==> config.mk <==
export PLATFORM = sky130hd
export DESIGN_NAME = opl_timer_bank_flat
export DESIGN_NICKNAME = d
export VERILOG_FILES = /design/src/rtl/opl_timer_pkg.sv /design/src/rtl/opl_timer_bank_if.sv /design/src/rtl/opl_timer_unit.sv /design/src/rtl/opl_timer_bank.sv /design/src/flat_wrapper.sv
export SDC_FILE = /design/constraint.sdc
export NUM_CORES = 1
export LEC_CHECK = 0
export ABC_AREA = 0
export BUFFER_PORTS_ARGS = -buffer_cell sky130_fd_sc_hd__buf_2
export CORE_MARGIN = 2
export CORE_UTILIZATION = 30
export CTS_CLUSTER_SIZE = 24
export DETAILED_ROUTE_END_ITERATION = 16
export PLACE_DENSITY = 0.51
export SLEW_MARGIN = 5
export SYNTH_ARGS = -nofsm -noshare
export SYNTH_HDL_FRONTEND = slang
export SYNTH_SLANG_ARGS = --single-unit
export TNS_END_PERCENT = 1
==> constraint.sdc <==
create_clock -name clk -period 8.1 [get_ports clk]
set_clock_uncertainty 0.15 [all_clocks]
set_input_delay 1.62 -clock clk [delete_from_list [all_inputs] [get_ports clk]]
set_output_delay 1.62 -clock clk [all_outputs]
set_load 0.01 [all_outputs]
==> src/rtl/opl_timer_pkg.sv <==
// opl_timer_pkg: shared constants for the OPL timer bank.
// Default register indices, status bit positions, sub-counter width.
package opl_timer_pkg;

    localparam logic [8:0] IDX_PRESET_D = 9'h002;
    localparam logic [8:0] IDX_CTRL_D   = 9'h004;
    localparam logic [8:0] IDX_MASK_D   = 9'h104;
    localparam logic [8:0] IDX_MODE_D   = 9'h105;
    localparam logic [8:0] IDX_COUNT_D  = 9'h110;

    // Status byte: bit 7 = any flag, bit 6-i = flag[i]
    localparam int STAT_ANY   = 7;
    localparam int STAT_FLAG0 = 6;

    // Widest timer unit is (period_base+1) << ((nt-1)*us)
    function automatic int sub_width(
        input int pw,
        input int us,
        input int nt
    );
        return pw + us * (nt - 1);
    endfunction

endpackage

==> src/rtl/opl_timer_bank_if.sv <==
// opl_timer_bank_if: index/data register bus of the timer bank.
// addr/din/we from the host, dout back from the bank.
interface opl_timer_bank_if;

    logic [1:0] addr;
    logic [7:0] din;
    logic       we;
    logic [7:0] dout;

    modport master (
        output addr,
        output din,
        output we,
        input  dout
    );

    modport slave (
        input  addr,
        input  din,
        input  we,
        output dout
    );

endinterface

==> src/rtl/opl_timer_unit.sv <==
// opl_timer_unit: one 8-bit up-counting interval timer.
// Ports: clk, rst_n, period_base, start, oneshot, preset -> cnt, pulse, stop_req.
module opl_timer_unit
    import opl_timer_pkg::*;
#(
    parameter int PERIOD_W   = 13,
    parameter int UNIT_SHIFT = 2,
    parameter int SUB_W      = 13,
    parameter int TIMER_IDX  = 0
) (
    input  logic                clk,
    input  logic                rst_n,
    input  logic [PERIOD_W-1:0] period_base,
    input  logic                start,
    input  logic                oneshot,
    input  logic [7:0]          preset,
    output logic [7:0]          cnt,
    output logic                pulse,
    output logic                stop_req
);

    logic             act_d;
    logic [SUB_W-1:0] sub;
    logic [SUB_W-1:0] reload;
    logic [SUB_W:0]   base_len;
    logic [SUB_W:0]   unit_len;
    logic             wrap;

    // One extra bit so period_base+1 cannot overflow before the shift
    assign base_len = (SUB_W+1)'(period_base) + (SUB_W+1)'(1);
    assign unit_len = base_len << (TIMER_IDX * UNIT_SHIFT);
    assign reload   = SUB_W'(unit_len - (SUB_W+1)'(1));

    assign wrap     = start & act_d & (sub == '0) & (cnt == 8'hFF);
    // Top clears the start bit on the same edge that raises pulse
    assign stop_req = wrap & oneshot;

    always_ff @(posedge clk or negedge rst_n) begin
        if (!rst_n) begin
            act_d <= 1'b0;
            sub   <= '0;
            cnt   <= 8'h00;
            pulse <= 1'b0;
        end else begin
            act_d <= start;
            pulse <= 1'b0;
            if (start && !act_d) begin
                cnt <= preset;
                sub <= reload;
            end else if (start) begin
                if (sub == '0) begin
                    sub <= reload;
                    if (cnt == 8'hFF) begin
                        cnt   <= preset;
                        pulse <= 1'b1;
                    end else begin
                        cnt <= cnt + 8'd1;
                    end
                end else begin
                    sub <= sub - SUB_W'(1);
                end
            end
        end
    end

endmodule

==> src/rtl/opl_timer_bank.sv <==
// opl_timer_bank: NUM_TIMERS interval timers behind an OPL index/data window.
// Ports: clk, rst_n, period_base, bus (slave) -> irq_n, ovf_pulse.
module opl_timer_bank
    import opl_timer_pkg::*;
#(
    parameter int         NUM_TIMERS = 2,
    parameter int         PERIOD_W   = 13,
    parameter int         UNIT_SHIFT = 2,
    parameter logic [8:0] IDX_PRESET = IDX_PRESET_D,
    parameter logic [8:0] IDX_CTRL   = IDX_CTRL_D,
    parameter logic [8:0] IDX_MASK   = IDX_MASK_D,
    parameter logic [8:0] IDX_MODE   = IDX_MODE_D,
    parameter logic [8:0] IDX_COUNT  = IDX_COUNT_D
) (
    input  logic                  clk,
    input  logic                  rst_n,
    input  logic [PERIOD_W-1:0]   period_base,
    opl_timer_bank_if.slave       bus,
    output logic                  irq_n,
    output logic [NUM_TIMERS-1:0] ovf_pulse
);

    localparam int NT    = NUM_TIMERS;
    localparam int SUB_W = sub_width(PERIOD_W, UNIT_SHIFT, NT);

    logic          we_d;
    logic [8:0]    index;
    logic [7:0]    preset [NT];
    logic [7:0]    cnt    [NT];
    logic [NT-1:0] start;
    logic [NT-1:0] start_nxt;
    logic [NT-1:0] mask;
    logic [NT-1:0] oneshot;
    logic [NT-1:0] flag;
    logic [NT-1:0] pulse;
    logic [NT-1:0] stop_req;
    logic          wr;
    logic          wr_idx;
    logic          wr_dat;
    logic          ctrl_hit;
    logic          ctrl_clr;
    logic          ctrl_set;
    logic [7:0]    stat;
    logic [7:0]    rdat;
    logic [7:0]    dout;

    assign wr       = bus.we & ~we_d;
    assign wr_idx   = wr & ~bus.addr[0];
    assign wr_dat   = wr & bus.addr[0];
    assign ctrl_hit = wr_dat & (index == IDX_CTRL);
    assign ctrl_clr = ctrl_hit & bus.din[7];
    assign ctrl_set = ctrl_hit & ~bus.din[7];

    // A one-shot stop overrides a simultaneous start write
    always_comb begin
        start_nxt = start;
        if (ctrl_set) start_nxt = bus.din[NT-1:0];
        start_nxt = start_nxt & ~stop_req;
    end

    always_ff @(posedge clk or negedge rst_n) begin
        if (!rst_n) begin
            we_d    <= 1'b0;
            index   <= '0;
            start   <= '0;
            mask    <= '0;
            oneshot <= '0;
            flag    <= '0;
            irq_n   <= 1'b1;
            for (int i = 0; i < NT; i++) preset[i] <= 8'h00;
        end else begin
            we_d  <= bus.we;
            start <= start_nxt;
            if (wr_idx) index <= {bus.addr[1], bus.din};
            if (wr_dat && index == IDX_MASK) mask <= bus.din[NT-1:0];
            if (wr_dat && index == IDX_MODE) oneshot <= bus.din[NT-1:0];
            for (int i = 0; i < NT; i++) begin
                if (wr_dat && index != IDX_CTRL &&
                    index == 9'(IDX_PRESET + i))
                    preset[i] <= bus.din;
            end
            // Overflow set wins over a same-cycle flag reset
            flag <= (ctrl_clr ? '0 : flag) | pulse;
            if (|(pulse & ~mask)) irq_n <= 1'b0;
            else if (ctrl_clr)    irq_n <= 1'b1;
        end
    end

    always_comb begin
        stat           = 8'h00;
        stat[STAT_ANY] = |flag;
        for (int i = 0; i < NT; i++) stat[STAT_FLAG0-i] = flag[i];
        rdat = 8'h00;
        for (int i = 0; i < NT; i++) begin
            if (index == 9'(IDX_PRESET + i)) rdat = preset[i];
            if (index == 9'(IDX_COUNT + i))  rdat = cnt[i];
        end
        if (index == IDX_CTRL) rdat = 8'(start);
        if (index == IDX_MASK) rdat = 8'(mask);
        if (index == IDX_MODE) rdat = 8'(oneshot);
        case (bus.addr)
            2'd0:    dout = stat;
            2'd1:    dout = rdat;
            default: dout = 8'hFF;
        endcase
    end

    assign bus.dout  = dout;
    assign ovf_pulse = pulse;

    for (genvar g = 0; g < NT; g++) begin : g_tmr
        opl_timer_unit #(
            .PERIOD_W  (PERIOD_W),
            .UNIT_SHIFT(UNIT_SHIFT),
            .SUB_W     (SUB_W),
            .TIMER_IDX (g)
        ) u_tmr (
            .clk        (clk),
            .rst_n      (rst_n),
            .period_base(period_base),
            .start      (start[g]),
            .oneshot    (oneshot[g]),
            .preset     (preset[g]),
            .cnt        (cnt[g]),
            .pulse      (pulse[g]),
            .stop_req   (stop_req[g])
        );
    end

endmodule

==> src/flat_wrapper.sv <==
// flat-port wrapper written by rule: the top's interface ports become plain ports
module opl_timer_bank_flat import opl_timer_pkg::*;
#(
    parameter int         NUM_TIMERS = 2,
    parameter int         PERIOD_W   = 13,
    parameter int         UNIT_SHIFT = 2,
    parameter logic [8:0] IDX_PRESET = IDX_PRESET_D,
    parameter logic [8:0] IDX_CTRL   = IDX_CTRL_D,
    parameter logic [8:0] IDX_MASK   = IDX_MASK_D,
    parameter logic [8:0] IDX_MODE   = IDX_MODE_D,
    parameter logic [8:0] IDX_COUNT  = IDX_COUNT_D
)
  (clk, rst_n, period_base, irq_n, ovf_pulse, bus_addr, bus_din, bus_we, bus_dout);
  opl_timer_bank_if bus_i ();
  input  logic clk;
  input  logic rst_n;
  input  logic [PERIOD_W-1:0] period_base;
  output logic irq_n;
  output logic [NUM_TIMERS-1:0] ovf_pulse;
  input wire logic [$bits(bus_i.addr)-1:0] bus_addr;
  input wire logic [$bits(bus_i.din)-1:0] bus_din;
  input wire logic [$bits(bus_i.we)-1:0] bus_we;
  output wire logic [$bits(bus_i.dout)-1:0] bus_dout;
  assign bus_i.addr = bus_addr;
  assign bus_i.din = bus_din;
  assign bus_i.we = bus_we;
  assign bus_dout = bus_i.dout;
  opl_timer_bank #(.NUM_TIMERS(NUM_TIMERS), .PERIOD_W(PERIOD_W), .UNIT_SHIFT(UNIT_SHIFT), .IDX_PRESET(IDX_PRESET), .IDX_CTRL(IDX_CTRL), .IDX_MASK(IDX_MASK), .IDX_MODE(IDX_MODE), .IDX_COUNT(IDX_COUNT)) u_core (.clk(clk), .rst_n(rst_n), .period_base(period_base), .bus(bus_i), .irq_n(irq_n), .ovf_pulse(ovf_pulse));
endmodule
---- After elaboration in Yosys (flattened, before gate mapping) ----
Index checks and enable logic that the tools add are counted.
storage, ports and cells
  bits in registers ....................... 85
  bits of input ports ..................... 26
  word-level logic and storage cells ...... 112
cells by class
  $add $sub $neg .......................... 7
  equal/unequal tests ..................... 11
  multiplexer cells ....................... 34
  bitwise gates (word level) .............. 22
  reductions and logical operators ........ 21
operators with widths
  operator                                                               number
  8-bit two-way mux                                                      15
  15-bit two-way mux                                                     6
  15-bit by 1-bit subtractor with 15-bit output (second input constant)  3
  9-bit == test (second input constant)                                  4
  15-bit logical NOT                                                     2
  9-bit by 2-bit == test with 1-bit output (second input constant)       2
  8-bit by 1-bit adder with 8-bit output (second input constant)         2
  8-bit == test (second input constant)                                  2
  8-bit one-hot mux with 2 select lines                                  1
  14-bit by 1-bit subtractor with 15-bit output (second input constant)  1
  13-bit by 1-bit adder with 14-bit output (second input constant)       1
  1-bit bitwise AND                                                      14
  1-bit two-way mux                                                      10
  2-bit nonzero test                                                     5
  9-bit by 3-bit == test with 1-bit output (second input constant)       1
  9-bit by 3-bit != test with 1-bit output (second input constant)       1
  1-bit logical AND                                                      7
  2-bit bitwise AND                                                      2
  2-bit two-way mux                                                      2
  2-bit NOT                                                              2
  2-bit AND reduction                                                    2
  2-bit OR reduction                                                     2
  1-bit NOT                                                              3
  2-bit by 1-bit == test with 1-bit output (second input constant)       1
  other kinds (3)                                                        4

---- Logic depth before layout (Yosys ltp) ----
Gate-level depths: netlist of the first run.
  word-level depth ........................ 9
  depth in mapped cells ................... 10
  depth with buffers taken out ............ 9

---- By module ----
A second synthesis of the first run with hierarchy kept.
unflattened totals
  cells, all modules ...................... 664
  area, all modules ....................... 5943.2 um^2
by module, submodules not included
  module                                   times used  cells each  area each (um^2)  seq. area each (um^2)
  opl_timer_unit at u_core.g_tmr[1].u_tmr  1           272         2139.6            625.6
  opl_timer_bank                           1           187         1974.4            877.1
  opl_timer_unit at u_core.g_tmr[0].u_tmr  1           205         1829.3            625.6

---- Worst setup path before layout of the first run ----
No wires, ideal clock.
  path kind ............................... input-to-output
  start point ............................. in bus_addr[0]
  end point ............................... out bus_dout[5]
  data arrival time ....................... 2.299 ns
  data required time ...................... 6.330 ns
  slack ................................... 4.031 ns
  stages on the path ...................... 4
  path buffers ............................ 0
  cell sequence ........................... inv_1 > a21oi_1 > o21ai_0 > o21ai_0
between the ends
  longest elaborated chain between the ends .. 2
  elaborated cells between the ends (all ways) .. 3
  those cells by class .................... eq/ne: 1; mux: 1; reduce/logical: 1
RTL lines
  item                                                                                  line                   source
  start, declared                                                                       flat_wrapper.sv:20     input wire logic [$bits(bus_i.addr)-1:0] bus_addr;
  2-bit by 1-bit == test with 1-bit output / 2-bit logical NOT (equally long branches)  opl_timer_bank.sv:101  case (bus.addr)
  8-bit one-hot mux with 2 select lines *                                               opl_timer_bank.sv:101
  end, declared                                                                         flat_wrapper.sv:23     output wire logic [$bits(bus_i.dout)-1:0] bus_dout;
Every way passes the cells marked *; elsewhere a longest branch is shown, timed or not.

---- Final worst setup path of the first run ----
  start point ............................. reg u_core.index[7]
  end point ............................... out bus_dout[5]
between the ends
  longest elaborated chain between the ends .. 9
  elaborated cells between the ends (all ways) .. 15
  those cells by class .................... eq/ne: 7; mux: 8
RTL lines
  item                                      line                   source
  start, declared                           opl_timer_bank.sv:27   logic [8:0] index;
  start signal, assigned                    opl_timer_bank.sv:74   if (wr_idx) index <= {bus.addr[1], bus.din};
  9-bit by 2-bit == test with 1-bit output  opl_timer_bank.sv:95   if (index == 9'(IDX_PRESET + i)) rdat = preset[i];
  8-bit two-way mux                         opl_timer_bank.sv:95
  8-bit two-way mux                         opl_timer_bank.sv:96   if (index == 9'(IDX_COUNT + i)) rdat = cnt[i];
  8-bit two-way mux                         opl_timer_bank.sv:95
  8-bit two-way mux                         opl_timer_bank.sv:96
  8-bit two-way mux                         opl_timer_bank.sv:98   if (index == IDX_CTRL) rdat = 8'(start);
  8-bit two-way mux                         opl_timer_bank.sv:99   if (index == IDX_MASK) rdat = 8'(mask);
  8-bit two-way mux *                       opl_timer_bank.sv:100  if (index == IDX_MODE) rdat = 8'(oneshot);
  8-bit one-hot mux with 2 select lines *   opl_timer_bank.sv:101
Marks and branches as above.

==> metrics.txt, run 1 <==
run status=complete, no violations; Setup crit end kind=output pin; clk sinks=85; Max Fclk=about 220 MHz; maximum clock path buffer count=2; nature of the critical path startpoint=register; top cell type's share of synthesized area=39.3%; Vias=4691; Seq/Total Area, Yosys=~40%; top fanout value on the critical path=10; Arrival @ worst endpoint=between 2 and 3 ns; leakage power=around 2.6 nW; first-pass GRT wire length=between 20000 and 25000 um; worst-margin pin slew=between 1 and 1.5 ns; Post-Layout Cell Count=around 860; slew margin rel.=roughly a fifth; worst setup path category=register to output pin; Routed WL=about 14000 um; critical path's slowest cell=dfrtp_1; postcts setup bufs=0; Die H=approximately 140 um; post-synthesis register bit count=85; Post-DP HPWL=approximately 10000 um; Core Box Area=17400 um2; CP top delay family=simple AND/OR/NAND/NOR gates; Placed Area=between 5000 and 6000 um2; Max-Cap Viols=0; pwr dens=between 150 and 200 nW/um2; worst path cell trace=nor4_1 -> nor2b_1 -> nor4bb_1 -> buf_4 -> and2_1 -> a222oi_1 -> o21ai_0 -> buf_2; CP max stage delay=roughly 0.38 ns; RSZ-0062 raised after global routing=false; fin crit share=55.1%; vias in the first global route=about 4400; root buffer cell=clkbuf_16; Synth cell types=67; row count=48; IO Count=37; Post-synth EDFFs=0; Critical Path RT=about 6.3 ns; Design Area, Final=6020 um2; die width=about 140 um; Clk pin slew, worst setup/hold paths=roughly 0.070 ns; Async SR Flop Fraction=100%; final setup vio count=0; maximum VDD drop=about 93 uV; Synth top cells by count=dfrtp_1 (84), nand2_1 (55), nor2_1 (55); vias per inst=between 5 and 6; Initial Utilization=30.8%; Synthesized Nets=approximately 640; CP Buf/Inv Count=2; Tmin final=about 4.5 ns; synth top area cells=dfrtp_1 (39%), mux2_2 (6.1%), o21ai_0 (4.3%); DR WL/cell=between 15 and 20 um; largest net degree at the start of global routing=between 50 and 60; Post-Syn Area=roughly 5400 um2; ys flop type=dfrtp_1; H-tree level count=3; layout cells sized above 1=between 10% and 20%; leading area contributor after synthesis=dfrtp_1; Final GP Congestion=roughly 0.98; Post-CTS Hold Fix Bufs=0; diode count=0; final setup TNS=0 ns; synthesis-to-layout area growth=12.4%; Pwr Total=around 1.2 mW; Post-Place Cells=840; # DRC=0; Nets=658; fin util=between 30% and 40%; initial antenna violation count=0; most common cell in the netlist=dfrtp_1; worst-skew pair later-pin latency=0.34 ns; Final Hold Vio Count=0; Synthesis Warnings=0; Detailed Routing Iterations Pass 1=5; DIE AREA=18900 um2; Mean Syn Cell Area=between 8 and 9 um2; cts bufs inserted=9; CTS resizes=0; Routed Antenna Nets=0; number of DRC markers in iteration 0=434; Synth Instances=606; R2R setup slack=4.84 ns; HP Class=register to register; All-Layer GR Usage=approximately 15%; Pins Over Slew Limit=0; IO buf count=36; TritonCTS clock tree=built; global route overflow=0
through the flow:
stage | setup slack, ns | hold WS, ns
2_1_floorplan | 4.03 | 0.266
3_3_place_gp | 3.80 | 0.314
3_5_place_dp | 3.73 | 0.311
4_1_cts | 3.65 | 0.328
5_1_grt | 3.42 | 0.344
6_report | 3.63 | 0.312
sequential cells by signal (all words and copies together), names as in the netlist:
name / cells
u_core.mask: 2
u_core.oneshot: 2
u_core.start: 2
u_core.g_tmr.u_tmr.act_d: 2
u_core.g_tmr.u_tmr.sub: 30
u_core.flag: 2
u_core.g_tmr.u_tmr.cnt: 16
u_core.irq_n: 1
u_core.g_tmr.u_tmr.pulse: 2
u_core.we_d: 1
u_core.index: 9
u_core.preset: 16
final cells by class:
class	count	area (um2)
clock buffer	10	229
clock inverter	6	72.6
tap	225	282
fill	1710	11300
multi-input combinational	472	3020
sequential	85	2130
timing repair buffer	41	220
inverter	17	63.8
layout by cell type (no fill, tap or decap), types with 9 or more instances in the layout:
cell type,instances
dfrtp_1,84
nor2_1,55
nand2_1,55
o21ai_0,46
a21oi_1,35
buf_2,35
mux2_2,29
nor3_1,21
nand3_1,21
and3_1,19
o21ai_1,17
inv_1,17
xnor2_1,15
nor3b_1,9
a21o_1,9
clkbuf_16,9
final timing paths:
path,start,end,depth (start not counted)
worst max-delay path,u_core.index[7],bus_dout[5],8
worst min register to register,u_core.g_tmr[1].u_tmr.pulse,u_core.irq_n,1
worst min-delay path,u_core.g_tmr[1].u_tmr.pulse,u_core.irq_n,1
min in group asynchronous,rst_n,u_core.g_tmr[1].u_tmr.sub[3],1
max in group asynchronous,rst_n,u_core.g_tmr[0].u_tmr.act_d,2
worst max register to register,u_core.g_tmr[0].u_tmr.sub[0],u_core.g_tmr[0].u_tmr.cnt[6],7
kinds of logic after synthesis:
family,share of synthesized area [%]
and+or+nand+nor,22.7
AOI/OAI and AO/OA,21.1
DFF,39.8
buffers and inverters,3.76
muxes,8.02
xor gates and xnor gates,3.27
adders and majority gates,1.40
metal layers:
metal	GRT usage (%)	wire, um
met5	0	0
met4	4.47	142
met3	2.17	524
met1	21.1	6660
met2	25.2	6890
power breakdown:
part	switching (mW)	internal, mW	total, mW
Clock	0.176	0.242	0.417
Combinational	0.111	0.0939	0.205
Sequential	0.0687	0.475	0.544
Note: power is estimated with default switching activity, not from simulation.
==> run 2, diff against run 1 <==
--- a/config.mk
+++ b/config.mk
@@ -5,13 +5,13 @@
 export SDC_FILE = /design/constraint.sdc
 export NUM_CORES = 1
 export LEC_CHECK = 0
-export ABC_AREA = 0
+export ABC_AREA = 1
 export BUFFER_PORTS_ARGS = -buffer_cell sky130_fd_sc_hd__buf_2
 export CORE_MARGIN = 2
 export CORE_UTILIZATION = 30
 export CTS_CLUSTER_SIZE = 24
 export DETAILED_ROUTE_END_ITERATION = 16
-export PLACE_DENSITY = 0.51
+export PLACE_DENSITY = 0.53
 export SLEW_MARGIN = 5
 export SYNTH_ARGS = -nofsm -noshare
 export SYNTH_HDL_FRONTEND = slang
==> constraint.sdc (replaced) <==
create_clock -name clk -period 3.6 [get_ports clk]
set_clock_uncertainty 0.15 [all_clocks]
set_input_delay 0.72 -clock clk [delete_from_list [all_inputs] [get_ports clk]]
set_output_delay 0.72 -clock clk [all_outputs]
set_load 0.01 [all_outputs]
==> metrics.txt, run 2 <==
Max-Cap Viols=0 (unchanged); nature of the critical path startpoint=register; Post-synth EDFFs=0 (unchanged); Design Area, Final=6540 um2 (+8.7%); worst path cell trace=inv_1 -> nor2_1 -> nand2_1 -> inv_1 -> nand2_1 -> inv_1 -> a21oi_1 -> o211ai_1 -> o21ai_0 -> a21boi_0 -> buf_2; Arrival @ worst endpoint=2.29 ns (-0.41 ns); DP Worst Slack=0.827 ns (-2.91 ns); run status=complete, no violations; number of DRC markers in iteration 0=316 (-27%); CP top delay family=buffers and inverters; layout cells sized above 1=14.1% (-2.2 points); Reg power frac=41.9% (-4.7 points); Routed WL=15300 um (+7.5%); synth top area cells=dfrtp_1 (36%), nand2_1 (12%), o21ai_0 (8.7%); root buffer cell=clkbuf_16; ys flop type=dfrtp_1; cts bufs inserted=9 (unchanged); top cell type's share of synthesized area=36.4% (-2.9 points); multi-input logic area=3140 um2 (+4.1%); fin util=34.7% (+0.071 points); sw frac=37.3% (+6.8 points); Max Fclk=approximately 320 MHz; Synth top cells by count=nand2_1 (188), o21ai_0 (101), inv_1 (96); slew margin rel.=59.6% (+40 points); critical path's slowest cell=dfrtp_1; Post-CTS Hold Fix Bufs=0 (unchanged); vias per inst=4.80 (-12%); Initial Utilization=30.7% (-0.12 points); worst-skew pair later-pin latency=0.35 ns (about the same); Post-Layout Cell Count=1102 (+29%); WHS=0.169 ns (-0.143 ns); pwr dens=546 nW/um2 (+180%); row count=50 (+4.2%); most common cell after layout, fill and taps aside=nand2_1; Setup crit end kind=output pin; Final WS setup=0.444 ns (-3.19 ns); Routed Antenna Nets=0 (unchanged); Post-Place Cells=1086 (+29%); Core Box Area=18800 um2 (+8.5%); Layout fillers=2062 (+21%); clk sinks=85 (unchanged); H-tree level count=3 (unchanged); most common cell in the netlist=nand2_1; Pwr Total=3.57 mW (+210%); fin crit share=around 88%; leading area contributor after synthesis=dfrtp_1; CP Buf/Inv Count=4 (+2); TritonCTS clock tree=built; IO Count=37 (unchanged); diode count=0 (unchanged); vias in the first global route=4859 (+11%); Clk pin slew, worst setup/hold paths=0.07 ns (about the same); synthesis-to-layout area growth=13.1%; die width=143 um (+3.8%); IO buf count=36 (unchanged); Tmin final=3.16 ns; first-pass GRT wire length=25500 um (+12%); max reg flops=30 (unchanged); Synth cell types=44 (-34%); HP Class=input port to async pin; maximum VDD drop=224 uV (+140%); postcts setup bufs=0 (unchanged); worst-margin pin slew=0.601 ns (-0.605 ns); All-Layer GR Usage=15.9% (+0.47 points); initial antenna violation count=0 (unchanged); Reg area=2130 um2 (unchanged); final setup vio count=0 (unchanged); Synth Instances=806 (+33%); Post-Syn Area=5780 um2 (+8.1%); Comb power frac=29.3% (+12 points); CTS resizes=0 (unchanged); post-synthesis register bit count=85 (unchanged); DIE AREA=20400 um2 (+7.8%); DR WL/cell=13.9 um (-17%); top fanout value on the critical path=8 (-2); cell mode on critical path=inv_1; Detailed Routing Iterations Pass 1=7 (+2); RSZ-0062 raised after global routing=false; largest net degree at the start of global routing=52 (-1.9%); Mean Syn Cell Area=7.17 um2 (-19%); maximum clock path buffer count=2 (unchanged); Post-DP HPWL=11400 um (+9.3%); worst setup path category=register to output pin; global route overflow=0 (unchanged); Synthesized Nets=838 (+31%); Critical Path RT=2.73 ns (-3.60 ns); Synthesis Warnings=0 (unchanged); CP max stage delay=0.49 ns (+0.11 ns); Async SR Flop Fraction=100% (unchanged); Clock Power Share=28.8% (-7.0 points); leakage power=3.01 nW (+18%); Largest regs=u_core.g_tmr.u_tmr.sub (30), u_core.g_tmr.u_tmr.cnt (16), u_core.preset (16); Seq/Total Area, Yosys=36.8% (-3.0 points); # DRC=0 (unchanged); Final Hold Vio Count=0 (unchanged); Vias=5293 (+13%); Placed Area=6220 um2 (+8.8%); Biggest register=u_core.g_tmr.u_tmr.sub; Pins Over Slew Limit=0 (unchanged); Nets=869 (+32%); commonest cells after routing, fill and taps aside=nand2_1 (188), o21ai_0 (101), inv_1 (96); final setup TNS=0 ns (unchanged); internal power=2.24 mW (+180%); Net Sw Power=1.33 mW (+270%); Die H=143 um (+3.8%); Final GP Congestion=0.856 (-13%)
run 2: kinds of logic after synthesis:
kind of cell             count (synthesis)  share of synthesized area (%)
AND/OR/NAND/NOR                        384                           32.2
AO/OA/AOI/OAI                          178                           16.8
flip-flops                              85                           36.8
XOR/XNOR                                27                           4.09
adder cells (fa/ha/maj)                  6                           1.30
buffers and inverters                  126                           8.81
run 2: final timing paths:
check / end / start / depth (start not counted) / slack [ns]
worst max-delay path: bus_dout[6] / u_core.index[8] / 11 / 0.44
worst min-delay path: u_core.index[4] / rst_n / 1 / 0.17
worst max register to register: u_core.g_tmr[0].u_tmr.sub[14] / u_core.g_tmr[0].u_tmr.sub[0] / 10 / 0.98
worst min register to register: u_core.flag[1] / u_core.g_tmr[1].u_tmr.pulse / 2 / 0.34
max in group asynchronous: u_core.g_tmr[0].u_tmr.sub[1] / rst_n / 2 / 2.48
min in group clk: u_core.flag[1] / u_core.g_tmr[1].u_tmr.pulse / 2 / 0.34
run 2: layout make-up:
cell class,instances,share of cell area [%]
well taps,260,4.97
repair buffers,39,3.33
flip-flops and latches,85,32.5
clock inverters,7,1.49
multi-input cells,595,48.1
inverters,107,6.14
clock buffers,9,3.44
run 2: power by group through the flow:
stage                     clock network, mW  logic (mW)  registers (mW)
after floorplan                           0       0.836            1.43
final                                  1.03        1.05            1.50
after detailed placement                  0        1.05            1.51
after global placement                    0        1.04            1.51
after global routing                   1.10        1.24            1.55
after CTS                              1.06        1.05            1.49
run 2: worst reg2reg max path, stage by stage (launching register included):
cell and delay [ns]:
dfrtp_1 0.37, inv_1 0.13, ha_1 0.24, nand3_1 0.23, nor2_1 0.15, nand4_1 0.12
nand2_2 0.31, inv_1 0.32, nor3_1 0.23, nand3_1 0.15, a21oi_1 0.15
run 2: metal layers:
layer  vias to the layer above  wire length, um  track usage [%]
met4                         0              150             3.49
met2                        84             6980             24.9
met1                      2505             7630             22.6
li1                       2695                -                -
met5                         -                0                0
met3                         9              523             3.12
==> run 3, diff against run 2 <==
--- a/config.mk
+++ b/config.mk
@@ -7,7 +7,6 @@
 export LEC_CHECK = 0
 export ABC_AREA = 1
 export BUFFER_PORTS_ARGS = -buffer_cell sky130_fd_sc_hd__buf_2
-export CORE_MARGIN = 2
 export CORE_UTILIZATION = 30
 export CTS_CLUSTER_SIZE = 24
 export DETAILED_ROUTE_END_ITERATION = 16
==> metrics.txt, run 3 (synthesized netlist as in run 2, its figures left out) <==
Post-CTS Hold Fix Bufs=0 (unchanged); Post-DP HPWL=11700 um (+2.3%); leakage power=3.01 nW (+0.17%); Design Area, Final=6510 um2 (-0.42%); pwr dens=552 nW/um2 (+0.93%); CP top delay family=buffers and inverters; IO buf count=36 (unchanged); maximum clock path buffer count=2 (unchanged); cts bufs inserted=9 (unchanged); number of DRC markers in iteration 0=355 (+12%); TritonCTS clock tree=built; Final Hold Vio Count=0 (unchanged); Routed Antenna Nets=0 (unchanged); RSZ-0062 raised after global routing=false; Clk pin slew, worst setup/hold paths=0.07 ns (about the same); worst-margin pin slew=0.654 ns (+0.0533 ns); maximum VDD drop=276 uV (+23%); Max Fclk=317 MHz (about the same); run status=complete, no violations; Pwr Total=3.59 mW (+0.51%); Arrival @ worst endpoint=2.29 ns (about the same); row count=50 (unchanged); Tmin final=3.16 ns (-0.00127 ns); Nets=869 (unchanged); fin crit share=87.6% (about the same); Largest regs=u_core.g_tmr.u_tmr.sub (30), u_core.g_tmr.u_tmr.cnt (16), u_core.preset (16); Detailed Routing Iterations Pass 1=5 (-2); IO Count=37 (unchanged); All-Layer GR Usage=16.5% (+0.68 points); CP Buf/Inv Count=4 (unchanged); die width=141 um (-1.4%); global route overflow=0 (unchanged); # DRC=0 (unchanged); Critical Path RT=2.73 ns (about the same); postcts setup bufs=0 (unchanged); nature of the critical path startpoint=register; CTS resizes=0 (unchanged); H-tree level count=3 (unchanged); critical path's slowest cell=dfrtp_1; max reg flops=30 (unchanged); worst-skew pair later-pin latency=0.35 ns (about the same); Routed WL=15300 um (+0.28%); DP Worst Slack=0.881 ns (+0.0539 ns); worst path cell trace=inv_1 -> nor2_1 -> nand2_1 -> inv_1 -> nand2_1 -> inv_1 -> a21oi_1 -> o211ai_1 -> o21ai_0 -> a21boi_0 -> buf_2; layout cells sized above 1=14.1% (unchanged); diode count=0 (unchanged); clk sinks=85 (unchanged); Pins Over Slew Limit=0 (unchanged); Setup crit end kind=output pin; Final GP Congestion=0.865 (+1.1%); DR WL/cell=14.2 um (+2.7%); final setup TNS=0 ns (unchanged); slew margin rel.=56.0% (-3.6 points); Placed Area=6180 um2 (-0.52%); most common cell after layout, fill and taps aside=nand2_1; Biggest register=u_core.g_tmr.u_tmr.sub; Core Box Area=18800 um2 (-0.33%); root buffer cell=clkbuf_16; Vias=5223 (-1.3%); cell mode on critical path=inv_1; Die H=141 um (-1.4%); first-pass GRT wire length=25900 um (+1.5%); vias in the first global route=5006 (+3.0%); Layout fillers=2055 (-0.34%); final setup vio count=0 (unchanged); Initial Utilization=30.8% (+0.10 points); Final WS setup=0.445 ns (+0.00127 ns); CP max stage delay=0.47 ns (-0.02 ns); commonest cells after routing, fill and taps aside=nand2_1 (188), o21ai_0 (101), inv_1 (96); initial antenna violation count=0 (unchanged); DIE AREA=19800 um2 (-2.8%); HP Class=input port to async pin; synthesis-to-layout area growth=12.6%; top fanout value on the critical path=8 (unchanged); vias per inst=4.85 (+1.1%); largest net degree at the start of global routing=45 (-13%); worst setup path category=register to output pin; Max-Cap Viols=0 (unchanged)
-- run 3: worst paths after layout --
path,start,endpoint,slack [ns],depth (start not counted)
setup / recovery,u_core.index[8],bus_dout[6],0.44,11
hold / removal,rst_n,u_core.index[6],0.20,1
setup reg to reg,u_core.g_tmr[0].u_tmr.sub[0],u_core.g_tmr[0].u_tmr.sub[14],1.02,10
hold reg to reg,u_core.oneshot[1],u_core.start[1],0.34,1
max in group asynchronous,rst_n,u_core.g_tmr[1].u_tmr.sub[0],2.44,2
min in group clk,u_core.oneshot[1],u_core.start[1],0.34,1
-- run 3: through the flow --
stage | hold WS [ns] | cells | utilization, %
finish | 0.202 | 1076 | 34.7
global route | 0.247 | 1076 | 34.7
CTS | 0.232 | 1076 | 34.7
detailed placement | 0.325 | 1060 | 33.0
global placement | 0.316 | 1060 | 33.0
floorplan | 0.205 | 806 | -
-- run 3: where the power goes --
part | leakage (nW) | internal, mW | switching (mW) | total, mW
clock | 0.157 | 0.618 | 0.428 | 1.05
sequential | 1.06 | 1.22 | 0.284 | 1.50
combinational | 1.80 | 0.412 | 0.633 | 1.05
total | 3.01 | 2.25 | 1.34 | 3.59
-- run 3: cell type report --
class                   count  area (um2)  share of cell area [%]
flip-flops and latches     85        2130                    32.7
multi-input cells         595        3140                    48.3
clock buffers               9         225                    3.46
well taps                 234         293                    4.50
repair buffers             39         218                    3.34
clock inverters             7         103                    1.58
inverters                 107         402                    6.17
-- run 3: worst reg2reg max path: cells and delay by family (launching register included) --
| kind | cells | cell delay (ns) |
|---|---|---|
| adders and majority gates | 1 | 0.24 |
| buffers and inverters | 2 | 0.46 |
| DFF | 1 | 0.36 |
| and+or+nand+nor | 6 | 1.17 |
| AOI/OAI and AO/OA | 1 | 0.14 |
-- run 3: layer usage --
metal | up-vias | share of wire (%) | routed length (um) | GRT usage [%]
li1 | 2688 | - | - | -
met1 | 2430 | 50 | 7630 | 22.9
met2 | 87 | 46 | 7030 | 26.5
met3 | 18 | 2.8 | 425 | 2.55
met4 | 0 | 1.6 | 242 | 5.15
met5 | - | 0 | 0 | 0
